--- config.mk ---
export PLATFORM = sky130hd
export DESIGN_NAME = buffered_io_port
export DESIGN_NICKNAME = d
export VERILOG_FILES = /design/src/rtl/buffered_io_port_pkg.sv /design/src/rtl/port_fifo.sv /design/src/rtl/buffered_io_port.sv
export SDC_FILE = /design/constraint.sdc
export NUM_CORES = 1
export LEC_CHECK = 0
export BUFFER_PORTS_ARGS = -buffer_cell sky130_fd_sc_hd__buf_4
export CAP_MARGIN = 20
export CORE_MARGIN = 2
export CORE_UTILIZATION = 53
export CTS_CLUSTER_DIAMETER = 150
export DETAILED_ROUTE_END_ITERATION = 16
export PLACE_DENSITY = 0.82
export SKIP_LAST_GASP = 1
export SLEW_MARGIN = 15
export SYNTH_ARGS = -nofsm -noshare
export SYNTH_HDL_FRONTEND = slang
export SYNTH_SLANG_ARGS = --single-unit
--- constraint.sdc ---
create_clock -name Clock -period 3 [get_ports Clock]
set_input_delay 0 -clock Clock [delete_from_list [all_inputs] [get_ports Clock]]
set_output_delay 0 -clock Clock [all_outputs]
set_load 0.01 [all_outputs]
--- src/rtl/buffered_io_port_pkg.sv ---
// buffered_io_port shared definitions.
// Status bit positions and sizing helpers.
package buffered_io_port_pkg;

  localparam int ST_IN_OVR  = 0;
  localparam int ST_IN_UND  = 1;
  localparam int ST_OUT_OVR = 2;
  localparam int ST_W       = 3;

  typedef logic [ST_W-1:0] status_t;

endpackage

--- src/rtl/port_fifo.sv ---
// Count-based circular FIFO with reset storage.
// Optional push-on-pop when full (slot freed same edge).
module port_fifo
  import buffered_io_port_pkg::*;
#(
  parameter int WIDTH = 32,
  parameter int DEPTH = 4,
  parameter bit ALLOW_FULL_PUSH_ON_POP = 1'b0,
  localparam int CW = $clog2(DEPTH + 1),
  localparam int PW = $clog2(DEPTH)
) (
  input  logic             clk,
  input  logic             rst_n,
  input  logic             push_i,
  input  logic             pop_i,
  input  logic [WIDTH-1:0] din_i,
  output logic [WIDTH-1:0] head_o,
  output logic [CW-1:0]    count_o,
  output logic             full_o,
  output logic             empty_o
);

  logic [WIDTH-1:0] mem_q [DEPTH];
  logic [WIDTH-1:0] mem_d [DEPTH];
  logic [PW-1:0]    wr_q, wr_d;
  logic [PW-1:0]    rd_q, rd_d;
  logic [CW-1:0]    cnt_q, cnt_d;
  logic             do_push, do_pop;

  assign full_o  = (cnt_q == CW'(DEPTH));
  assign empty_o = (cnt_q == '0);
  assign count_o = cnt_q;
  assign head_o  = mem_q[rd_q];

  // Next-state: popped slot is zeroed so an empty FIFO reads 0.
  always_comb begin
    do_pop  = pop_i && !empty_o;
    do_push = push_i && (!full_o ||
              (ALLOW_FULL_PUSH_ON_POP && do_pop));
    mem_d = mem_q;
    wr_d  = wr_q;
    rd_d  = rd_q;
    cnt_d = cnt_q;
    if (do_pop) begin
      mem_d[rd_q] = '0;
      rd_d = rd_q + 1'b1;
    end
    if (do_push) begin
      mem_d[wr_q] = din_i;
      wr_d = wr_q + 1'b1;
    end
    if (do_push && !do_pop) cnt_d = cnt_q + CW'(1);
    if (!do_push && do_pop) cnt_d = cnt_q - CW'(1);
  end

  // State registers.
  always_ff @(posedge clk or negedge rst_n) begin
    if (!rst_n) begin
      for (int i = 0; i < DEPTH; i++) mem_q[i] <= '0;
      wr_q  <= '0;
      rd_q  <= '0;
      cnt_q <= '0;
    end else begin
      mem_q <= mem_d;
      wr_q  <= wr_d;
      rd_q  <= rd_d;
      cnt_q <= cnt_d;
    end
  end

endmodule

--- src/rtl/buffered_io_port.sv ---
// Buffered I/O port: input and output FIFOs
// between device handshakes and the CPU bus.
module buffered_io_port
  import buffered_io_port_pkg::*;
#(
  parameter int WIDTH     = 32,
  parameter int IN_DEPTH  = 4,
  parameter int OUT_DEPTH = 4
) (
  input  logic                           Clock,
  input  logic                           Clear,
  input  logic [WIDTH-1:0]               In_Data,
  input  logic                           Strobe,
  output logic                           In_Ready,
  input  logic                           InPortOut,
  output logic [WIDTH-1:0]               BusMuxIn_In,
  input  logic [WIDTH-1:0]               BusMuxOut,
  input  logic                           OutPortIn,
  output logic [WIDTH-1:0]               Out_Data,
  output logic                           Out_Valid,
  input  logic                           Out_Ack,
  output logic [$clog2(IN_DEPTH+1)-1:0]  InCount,
  output logic [$clog2(OUT_DEPTH+1)-1:0] OutCount,
  input  logic                           StatusClr,
  output logic [2:0]                     Status
);

  logic [WIDTH-1:0] in_head;
  logic             in_full, in_empty;
  logic             out_full, out_empty;
  status_t          status_q, status_d;

  port_fifo #(
    .WIDTH(WIDTH),
    .DEPTH(IN_DEPTH),
    .ALLOW_FULL_PUSH_ON_POP(1'b0)
  ) u_in_fifo (
    .clk    (Clock),
    .rst_n  (Clear),
    .push_i (Strobe),
    .pop_i  (InPortOut),
    .din_i  (In_Data),
    .head_o (in_head),
    .count_o(InCount),
    .full_o (in_full),
    .empty_o(in_empty)
  );

  port_fifo #(
    .WIDTH(WIDTH),
    .DEPTH(OUT_DEPTH),
    .ALLOW_FULL_PUSH_ON_POP(1'b1)
  ) u_out_fifo (
    .clk    (Clock),
    .rst_n  (Clear),
    .push_i (OutPortIn),
    .pop_i  (Out_Ack),
    .din_i  (BusMuxOut),
    .head_o (Out_Data),
    .count_o(OutCount),
    .full_o (out_full),
    .empty_o(out_empty)
  );

  assign In_Ready    = !in_full;
  assign Out_Valid   = !out_empty;
  assign BusMuxIn_In = in_empty ? '0 : in_head;
  assign Status      = status_q;

  // Sticky flags: a same-cycle event beats the clear.
  always_comb begin
    status_d = StatusClr ? '0 : status_q;
    if (Strobe && in_full)
      status_d[ST_IN_OVR] = 1'b1;
    if (InPortOut && in_empty)
      status_d[ST_IN_UND] = 1'b1;
    if (OutPortIn && out_full && !Out_Ack)
      status_d[ST_OUT_OVR] = 1'b1;
  end

  // Status register.
  always_ff @(posedge Clock or negedge Clear) begin
    if (!Clear) status_q <= '0;
    else        status_q <= status_d;
  end

endmodule

* Yosys cells after proc, flatten, opt, wreduce, memory -nomap -nowiden
Cells that the tools add are included.
** Storage, ports and cells
- Register bits :: 273
- Input bits :: 71
- Output and inout bits :: 75
- Word-level logic and storage cells :: 105
** Operators by class
- Add/sub/neg operators :: 8
- $lt $le $gt $ge :: 8
- Equal/unequal tests :: 2
- Multiplexer cells :: 29
- Bitwise operators :: 8
- Reductions and logical operators :: 33
** Operators with widths (count)
- 2-to-1 mux 128 bit :: 4
- 2-to-1 mux 32 bit :: 9
- bitwise AND 128 bit :: 2
- bitwise mux 128 bit :: 2
- demux 32 bit (select 2 bit) :: 4
- inverter 128 bit :: 2
- binary-select mux 32 bit (select 2 bit) :: 2
- logical AND 1 bit :: 16
- 2-to-1 mux 3 bit :: 5
- greater-or-equal comparator 3 bit (second input constant) :: 4
- < comparator 3 x 1 -> 1 bit (second input constant) :: 4
- inverter 2 -> 3 bit :: 4
- nonzero test 2 bit :: 5
- zero test 1 bit :: 9
- adder 2 x 1 -> 2 bit (second input constant) :: 4
- adder 3 x 1 -> 3 bit (second input constant) :: 2
- equality test 3 bit (second input constant) :: 2
- zero test 3 bit :: 2
- subtractor 3 x 1 -> 3 bit (second input constant) :: 2
- 2-to-1 mux 1 bit :: 3
- logical OR 1 bit :: 1

* Logic depth before layout (Yosys ltp)
Gate-level depths: netlist of run 1.
- Depth after elaboration :: 10
- Depth in mapped cells :: 10
- Gate-level depth less buffers :: 8

* Modules after synthesis
A second synthesis of run 1 with hierarchy kept.
** Second synthesis, totals
- Cell total of the unflattened synthesis :: 1116
- Area, all modules :: 13361.6 µm²
** Modules (own cells, without submodules)
- port_fifo at u_in_fifo :: instances 1, cells an instance 533, area each 6543.8 µm², seq. area each 3378.2 µm²
- port_fifo at u_out_fifo :: instances 1, cells an instance 534, area each 6478.7 µm², seq. area each 3378.2 µm²
- buffered_io_port :: instances 1, cells an instance 49, area each 339.1 µm², seq. area each 75.1 µm²

* Worst setup path after synthesis of run 1
Ideal clock, no wire load.
- Path kind :: flip-flop to flip-flop
- Start point :: register u_in_fifo.cnt_q[0], in the netlist u_in_fifo.count_o[0]
- End point :: register u_in_fifo.cnt_q[2], in the netlist u_in_fifo.count_o[2]
- Setup time :: 0.080 ns
- Arrival :: 2.158 ns
- Required time :: 2.920 ns
- Setup slack :: 0.762 ns
- Cell stages (with the launch flop) :: 11
- Path buffers :: 2
- Period minus slack after synthesis :: 2.238 ns
- Cells stage by stage :: dfrtp_1 -> buf_2 -> or3b_1 -> buf_2 -> nand2_1 -> ha_1 -> inv_1 -> fa_1 -> xor2_1 -> nor2_1 -> xor2_1
** Between the ends
- Cells in the longest elaborated chain, start to end :: 6
- Elaborated cells between the ends (all ways) :: 15
- Those cells by class :: add/sub (2); eq/ne (1); mux (2); reduce/logical (10)
** Ends and longest elaborated chain
- start: declaration :: line port_fifo.sv:27 : logic [CW-1:0] cnt_q, cnt_d;
- start signal: assignment :: line port_fifo.sv:67 : cnt_q <= cnt_d;
- equality test 3 bit * :: line port_fifo.sv:30 : assign full_o = (cnt_q == CW'(DEPTH));
- zero test 1 bit *
- named net In_Ready :: line buffered_io_port.sv:14 : output logic In_Ready,
- logical AND 1 bit * :: line port_fifo.sv:38 : do_push = push_i && (!full_o ||
- zero test 1 bit :: line port_fifo.sv:53 : if (!do_push && do_pop) cnt_d = cnt_q - CW'(1);
- logical AND 1 bit :: line port_fifo.sv:53
- 2-to-1 mux 3 bit / nonzero test 2 bit (equally long branches)
The timed path passes the listed nets; every way through them passes the cells marked *. The select of a mux whose other input is x is not followed.
A chain may end at the register's enable or synchronous reset.

* Worst setup path in the final report of run 1
- Start point :: register u_in_fifo.rd_q[1]
- End point :: output BusMuxIn_In[18]
** Between the ends
- Cells in the longest elaborated chain, start to end :: 5
** Ends and longest elaborated chain
- start: declaration :: line port_fifo.sv:26 : logic [PW-1:0] rd_q, rd_d;
- start signal: assignment :: line port_fifo.sv:66 : rd_q <= rd_d;
- inverter 2 -> 3 bit (implied by the code) :: line port_fifo.sv:33 : assign head_o = mem_q[rd_q];
- binary-select mux 32 bit (select 2 bit) :: line port_fifo.sv:33
- 2-to-1 mux 32 bit (implied by the code) (2 in series) :: line port_fifo.sv:33
- 2-to-1 mux 32 bit :: line buffered_io_port.sv:67 : assign BusMuxIn_In = in_empty ? '0 : in_head;
- end: declaration :: line buffered_io_port.sv:16 : output logic [WIDTH-1:0] BusMuxIn_In,
Every way passes these cells. The select of a mux whose other input is x is not followed.

==> impl_metrics.env, run 1 <==
export IMPL_clockRootBuffer="clkbuf_16"
export IMPL_path_clk_slew_ns=0.06
export IMPL_seq_area_frac_synth_pct=50.6
export IMPL_die_w_um=164
export IMPL_slew_headroom_pct=45.0
export IMPL_cts_tree="built"
export IMPL_synth_area_um2=13500
export IMPL_final_common_cell="dfrtp_1"
export IMPL_async_flop_share_pct=100
export IMPL_dieArea_um2=26800
export IMPL_layout_drive_gt1_share_pct=23.5
export IMPL_synth_flop_cell="dfrtp_1"
export IMPL_p_sw_share_pct=36.4
export IMPL_grtUsageTotal_pct=25.3
export IMPL_mostFrequentLayoutCells="dfrtp_1, nand2_1, mux2i_1, buf_4, inv_1"
export IMPL_clk_latency_ns=0.54
export IMPL_cp_arrival_ns=2.55
export IMPL_power_frac_seq_pct=34.3
export IMPL_post_drt_wl_per_cell_um=19.8
export IMPL_diodes=0
export IMPL_finalClockSkew_ns=0.00806
export IMPL_vdd_ir_drop_worst_uv=770
export IMPL_core_area_um2=25100
export IMPL_first_iter_violations=720
export IMPL_cp_start_kind="flip-flop"
export IMPL_io_buffer_count=145
export IMPL_path_class="reg2out"
export IMPL_rsz0062_at_grt="no"
export IMPL_dp_hpwl_um=19500
export IMPL_drt_first_pass_iters=5
export IMPL_fin_crit_ns=2.55
export IMPL_ios=146
export IMPL_netlist_instances=1123
export IMPL_grt_pass1_vias=10300
export IMPL_rows=58
export IMPL_r2r_setup_slack_ns=0.65
export IMPL_drv_cap=0
export IMPL_htree_num_levels=1
export IMPL_gr_total_overflow=0
export IMPL_status="finished clean"
export IMPL_end_kind="primary output"
export IMPL_cts_setup_buffers=0
export IMPL_syn_num_nets=1213
export IMPL_routed_wl_um=33200
export IMPL_clockBufferDepth=3
export IMPL_syn_area_per_cell_um2=12.0
export IMPL_net_switching_power_mw=6.53
export IMPL_powerDensity_nw_per_um2=1080
export IMPL_setup_ws_ns=0.452
export IMPL_grt_max_degree=106
export IMPL_finalHoldViolCount=0
export IMPL_clockPowerShare_pct=20.4
export IMPL_via_count=9405
export IMPL_p_leak_nw=7.71
export IMPL_fmax_mhz=392
export IMPL_cts_sinks=273
export IMPL_die_h_um=164
export IMPL_vias_per_cell=5.61
export IMPL_finalSetupViolations=0
export IMPL_comb_power_share_pct=45.3
export IMPL_dp_slack_ns=0.663
export IMPL_start_util_pct=53.8
export IMPL_tightestPinTransition_ns=0.826
export IMPL_drc=0
export IMPL_cp_required_ns=3.00
export IMPL_grt_pass1_wl_um=53500
export IMPL_period_share_pct=84.9
export IMPL_cell_internal_pwr_mw=11.4
export IMPL_slew_viol_final=0
export IMPL_synth_ff_latch_count=273
export IMPL_antenna_found_initial=0
export IMPL_synth_edf_count=0
export IMPL_final_nets=1415
export IMPL_crit_fanout=22
export IMPL_ant_nets=0
export IMPL_hold_class="in2async"
export IMPL_area_delta_synth_final_pct=23.6
export IMPL_tns_ns=0
export IMPL_yosys_cell_types_count=36
export IMPL_numCtsBuffers=29
export IMPL_synth_warnings=0
export IMPL_place_gp_congestion=0.757
[power by group through the flow]
stage                     combinational, mW  sequential (mW)  clock (mW)
after floorplan                        5.41             5.85           0
after global placement                 7.75             6.08           0
after detailed placement               8.02             6.17           0
after CTS                              8.17             6.13        3.73
after global routing                   8.81             6.33        3.88
final                                  8.13             6.16        3.67
[cells in the mapped netlist, types with 2 or more instances]
library cell	number	area [µm²]
buf_1	3	11.3
o311ai_1	8	70.1
xnor2_1	5	43.8
buf_4	12	90.1
o21ai_0	2	10.0
buf_2	11	55.1
ha_1	17	213
inv_1	81	304
buf_6	16	180
o22ai_1	2	12.5
nand2b_1	2	12.5
nor2_2	4	25.0
dfrtp_1	273	6830
and3_4	4	45.0
xor2_1	4	35.0
nor2_1	3	11.3
mux2_2	4	45.0
fa_1	2	40.0
nand2_1	266	998
mux2i_1	257	2570
nor2b_1	33	206
mux4_2	64	1440
clkbuf_1	36	135
o221ai_1	2	17.5
[cell families (layout without fill, tap and decap cells)]
logic type | count (synthesis) | in the layout | share of synthesized area [%]
compound gates | 19 | 19 | 1.14
xor+xnor | 9 | 9 | 0.584
fa+ha+maj | 19 | 19 | 1.87
buf+inv | 159 | 383 | 5.74
flops | 273 | 273 | 50.6
mux | 325 | 325 | 30.1
simple gates | 319 | 319 | 10.0
[registers in the layout (all words and copies together), names as in the netlist]
name                cells
u_in_fifo.mem_q       128
u_out_fifo.mem_q      128
Status                  3
u_in_fifo.count_o       3
u_out_fifo.count_o      3
u_in_fifo.rd_q          2
u_in_fifo.wr_q          2
u_out_fifo.rd_q         2
u_out_fifo.wr_q         2
[worst max-delay path: stages, from the launching register on]
cell and delay [ns]:
dfrtp_1 0.81, buf_4 0.46, mux4_2 0.36, nor2b_1 0.18
buf_4 0.18
[metal layers]
layer  vias up  share of wire (%)  track usage, %  routed length (µm)
met1      4855                 40            31.5               13300
met5         -                  0               0                   0
met2       302                 52            45.9               17400
met3        59                5.5            4.22                1840
li1       4189                  -               -                   -
met4         0                1.9            6.30                 617
[final cells by class]
cell class / instances / area, µm²
fillers: 1813 / 8420
flip-flops and latches: 273 / 6830
multi-input cells: 691 / 6060
repair buffers: 249 / 2110
clock buffers: 34 / 764
well taps: 330 / 413
inverters: 81 / 304
clock inverters: 19 / 208
[final timing paths]
path | from | endpoint | cells past startpoint
setup / recovery | u_in_fifo.rd_q[1] | BusMuxIn_In[18] | 4
hold reg to reg | u_out_fifo.mem_q[24] | u_out_fifo.mem_q[24] | 2
max in group asynchronous | Clear | u_in_fifo.mem_q[50] | 3
hold / removal | Clear | u_in_fifo.mem_q[58] | 2
setup reg to reg | u_out_fifo.count_o[2] | u_out_fifo.count_o[1] | 7
min in group Clock | StatusClr | Status[2] | 3
[stage by stage]
stage / instance area, µm² / hold slack [ns] / power [mW] / cells / utilization [%]
2_1_floorplan: 13500 / -0.296 / 11.3 / 1123 / -
5_1_grt: 16700 / 0.164 / 19.0 / 1677 / 66.5
3_5_place_dp: 15000 / 0.120 / 14.2 / 1552 / 59.7
4_1_cts: 16700 / 0.133 / 18.0 / 1677 / 66.5
6_report: 16700 / 0.122 / 18.0 / 1677 / 66.5
3_3_place_gp: 15000 / 0.116 / 13.8 / 1552 / 59.7
[repair_timing]
action | 4_1_cts | 5_1_grt
hold buffers | 72 | 0
resized for setup | 0 | 0
endpoints found under the hold margin | 370 | 0
(Power assumes the default switching activity.)
==> run 2, diff against run 1 <==
--- a/config.mk
+++ b/config.mk
@@ -11,7 +11,7 @@
 export CORE_UTILIZATION = 53
 export CTS_CLUSTER_DIAMETER = 150
 export DETAILED_ROUTE_END_ITERATION = 16
-export PLACE_DENSITY = 0.82
+export PLACE_DENSITY = 0.85
 export SKIP_LAST_GASP = 1
 export SLEW_MARGIN = 15
 export SYNTH_ARGS = -nofsm -noshare
==> constraint.sdc (replaced) <==
create_clock -name Clock -period 2.2 [get_ports Clock]
set_input_delay 0 -clock Clock [delete_from_list [all_inputs] [get_ports Clock]]
set_output_delay 0 -clock Clock [all_outputs]
set_load 0.01 [all_outputs]
==> impl_metrics.env, run 2 (synthesized netlist as in run 1, its figures left out) <==
export IMPL_post_drt_wl_per_cell_um=20.3
export IMPL_hold_ws_ns=0.0167
export IMPL_gr_total_overflow=0
export IMPL_p_leak_nw=7.84
export IMPL_vdd_ir_drop_worst_uv=847
export IMPL_clockRootBuffer="clkbuf_16"
export IMPL_grt_pass1_vias=10300
export IMPL_htree_num_levels=1
export IMPL_layout_drive_gt1_share_pct=24.4
export IMPL_fmax_mhz=471
export IMPL_finalClockSkew_ns=0.00898
export IMPL_grt_pass1_wl_um=54900
export IMPL_numCtsBuffers=29
export IMPL_setup_ws_ns=0.0785
export IMPL_hold_class="in2async"
export IMPL_ios=146
export IMPL_mostFrequentLayoutCells="dfrtp_1, nand2_1, mux2i_1, buf_4, inv_1"
export IMPL_status="finished clean"
export IMPL_r2r_setup_slack_ns=0.08
export IMPL_routed_wl_um=34300
export IMPL_cp_cell_sequence="buf_4 -> or3_4 -> nand2_2 -> or2_2 -> fa_1 -> o21ba_2 -> o211ai_1 -> a22oi_1"
export IMPL_ant_nets=0
export IMPL_cp_arrival_ns=2.57
export IMPL_dp_hpwl_um=20600
export IMPL_vias_per_cell=5.67
export IMPL_rows=58
export IMPL_drt_first_pass_iters=6
export IMPL_placedCellCount=1565
export IMPL_cts_sinks=273
export IMPL_final_core_util_pct=67.6
export IMPL_slew_viol_final=0
export IMPL_antenna_found_initial=0
export IMPL_start_util_pct=53.8
export IMPL_end_kind="flip-flop"
export IMPL_first_iter_violations=774
export IMPL_final_cells=1692
export IMPL_dieArea_um2=26800
export IMPL_period_share_pct=96.4
export IMPL_drc=0
export IMPL_die_h_um=164
export IMPL_clockBufferDepth=3
export IMPL_crit_fanout=8
export IMPL_clk_latency_ns=0.53
export IMPL_io_buffer_count=145
export IMPL_diodes=0
export IMPL_path_clk_slew_ns=0.07
export IMPL_final_common_cell="dfrtp_1"
export IMPL_path_class="reg2reg"
export IMPL_slowest_delay_ns=0.42
export IMPL_finalHoldViolCount=0
export IMPL_cts_tree="built"
export IMPL_via_count=9589
export IMPL_area_delta_synth_final_pct=25.6
export IMPL_powerDensity_nw_per_um2=1490
export IMPL_cp_required_ns=2.65
export IMPL_die_w_um=164
export IMPL_dp_slack_ns=0.0287
export IMPL_slew_headroom_pct=24.6
export IMPL_crit_family="simple AND/OR/NAND/NOR gates"
export IMPL_grtUsageTotal_pct=26.0
export IMPL_fin_crit_ns=2.12
export IMPL_core_area_um2=25100
export IMPL_critical_path_buf_inv_count=1
export IMPL_grt_max_degree=74
export IMPL_rsz0062_at_grt="no"
export IMPL_cp_start_kind="flip-flop"
export IMPL_final_nets=1431
export IMPL_drv_cap=0
export IMPL_reg_top3="u_in_fifo.mem_q x128, u_out_fifo.mem_q x128"
export IMPL_tightestPinTransition_ns=1.13
export IMPL_finalSetupViolations=0
export IMPL_place_gp_congestion=0.768
export IMPL_cp_slowest_cell="fa_1"
==> run 2: cell types whose count changed in the layout (fill, tap and decap cells not counted), moves of 2 or more <==
cell,delta
clkbuf_1,+3
nand2_1,-2
clkinvlp_4,-3
buf_4,+9
bufinv_16,+3
buf_12,+5
clkinv_2,-5
nand2_2,+2
==> run 2: worst paths after layout <==
| path | from | to | depth (start not counted) |
|---|---|---|---|
| max in group asynchronous | Clear | u_in_fifo.mem_q[42] | 3 |
| min in group Clock | StatusClr | Status[2] | 3 |
| hold reg to reg | u_out_fifo.mem_q[88] | u_out_fifo.mem_q[88] | 2 |
| hold / removal | Clear | u_in_fifo.mem_q[29] | 2 |
| setup reg to reg | u_out_fifo.count_o[2] | u_out_fifo.count_o[1] | 8 |
| setup / recovery | u_out_fifo.count_o[2] | u_out_fifo.count_o[1] | 8 |
==> run 2: what timing repair did <==
action                                  4_1_cts  5_1_grt
buffers inserted                              1        0
endpoints found under the hold margin       542        0
hold buffers                                 72        0
gates cloned                                  0        1
pin swaps                                     0        1
gates resized for setup                       0        2
endpoints found under the setup margin       26       17
==> run 2: worst register-to-register path, delay by kind of cell (launching register included) <==
kind / cells / cell delay (ns)
compound gates: 3 / 0.50
fa+ha+maj: 1 / 0.42
buf+inv: 1 / 0.18
flops: 1 / 0.37
simple gates: 3 / 0.56
==> run 2: cell type report <==
| cell class | count | area, µm² |
|---|---|---|
| flip-flops and latches | 273 | 6830 |
| inverters | 81 | 304 |
| clock buffers | 38 | 790 |
| clock inverters | 14 | 250 |
| fillers | 1774 | 8150 |
| well taps | 330 | 413 |
| multi-input cells | 692 | 6090 |
| repair buffers | 264 | 2290 |
==> run 2: stage by stage <==
stage / cell area, µm² / power (mW) / TNS, ns
final: 17000 / 25.3 / 0
after CTS: 16900 / 25.2 / 0
after floorplan: 13500 / 15.4 / -0.00380
after detailed placement: 15200 / 19.6 / 0
after global routing: 17000 / 26.7 / 0
after global placement: 15200 / 19.1 / 0
==> run 2: report_power, final <==
part           switching [mW]  total, mW  internal [mW]
clock                    2.02       5.35           3.33
combinational            5.85       11.6           5.72
sequential               1.21       8.35           7.14
==> run 2: routing by layer <==
layer / up-vias / routed length, µm / track usage, %
met2: 362 / 17500 / 46.1
li1: 4232 / - / -
met1: 4943 / 13900 / 33.2
met4: 0 / 646 / 6.30
met5: - / 0 / 0
met3: 52 / 2160 / 4.42
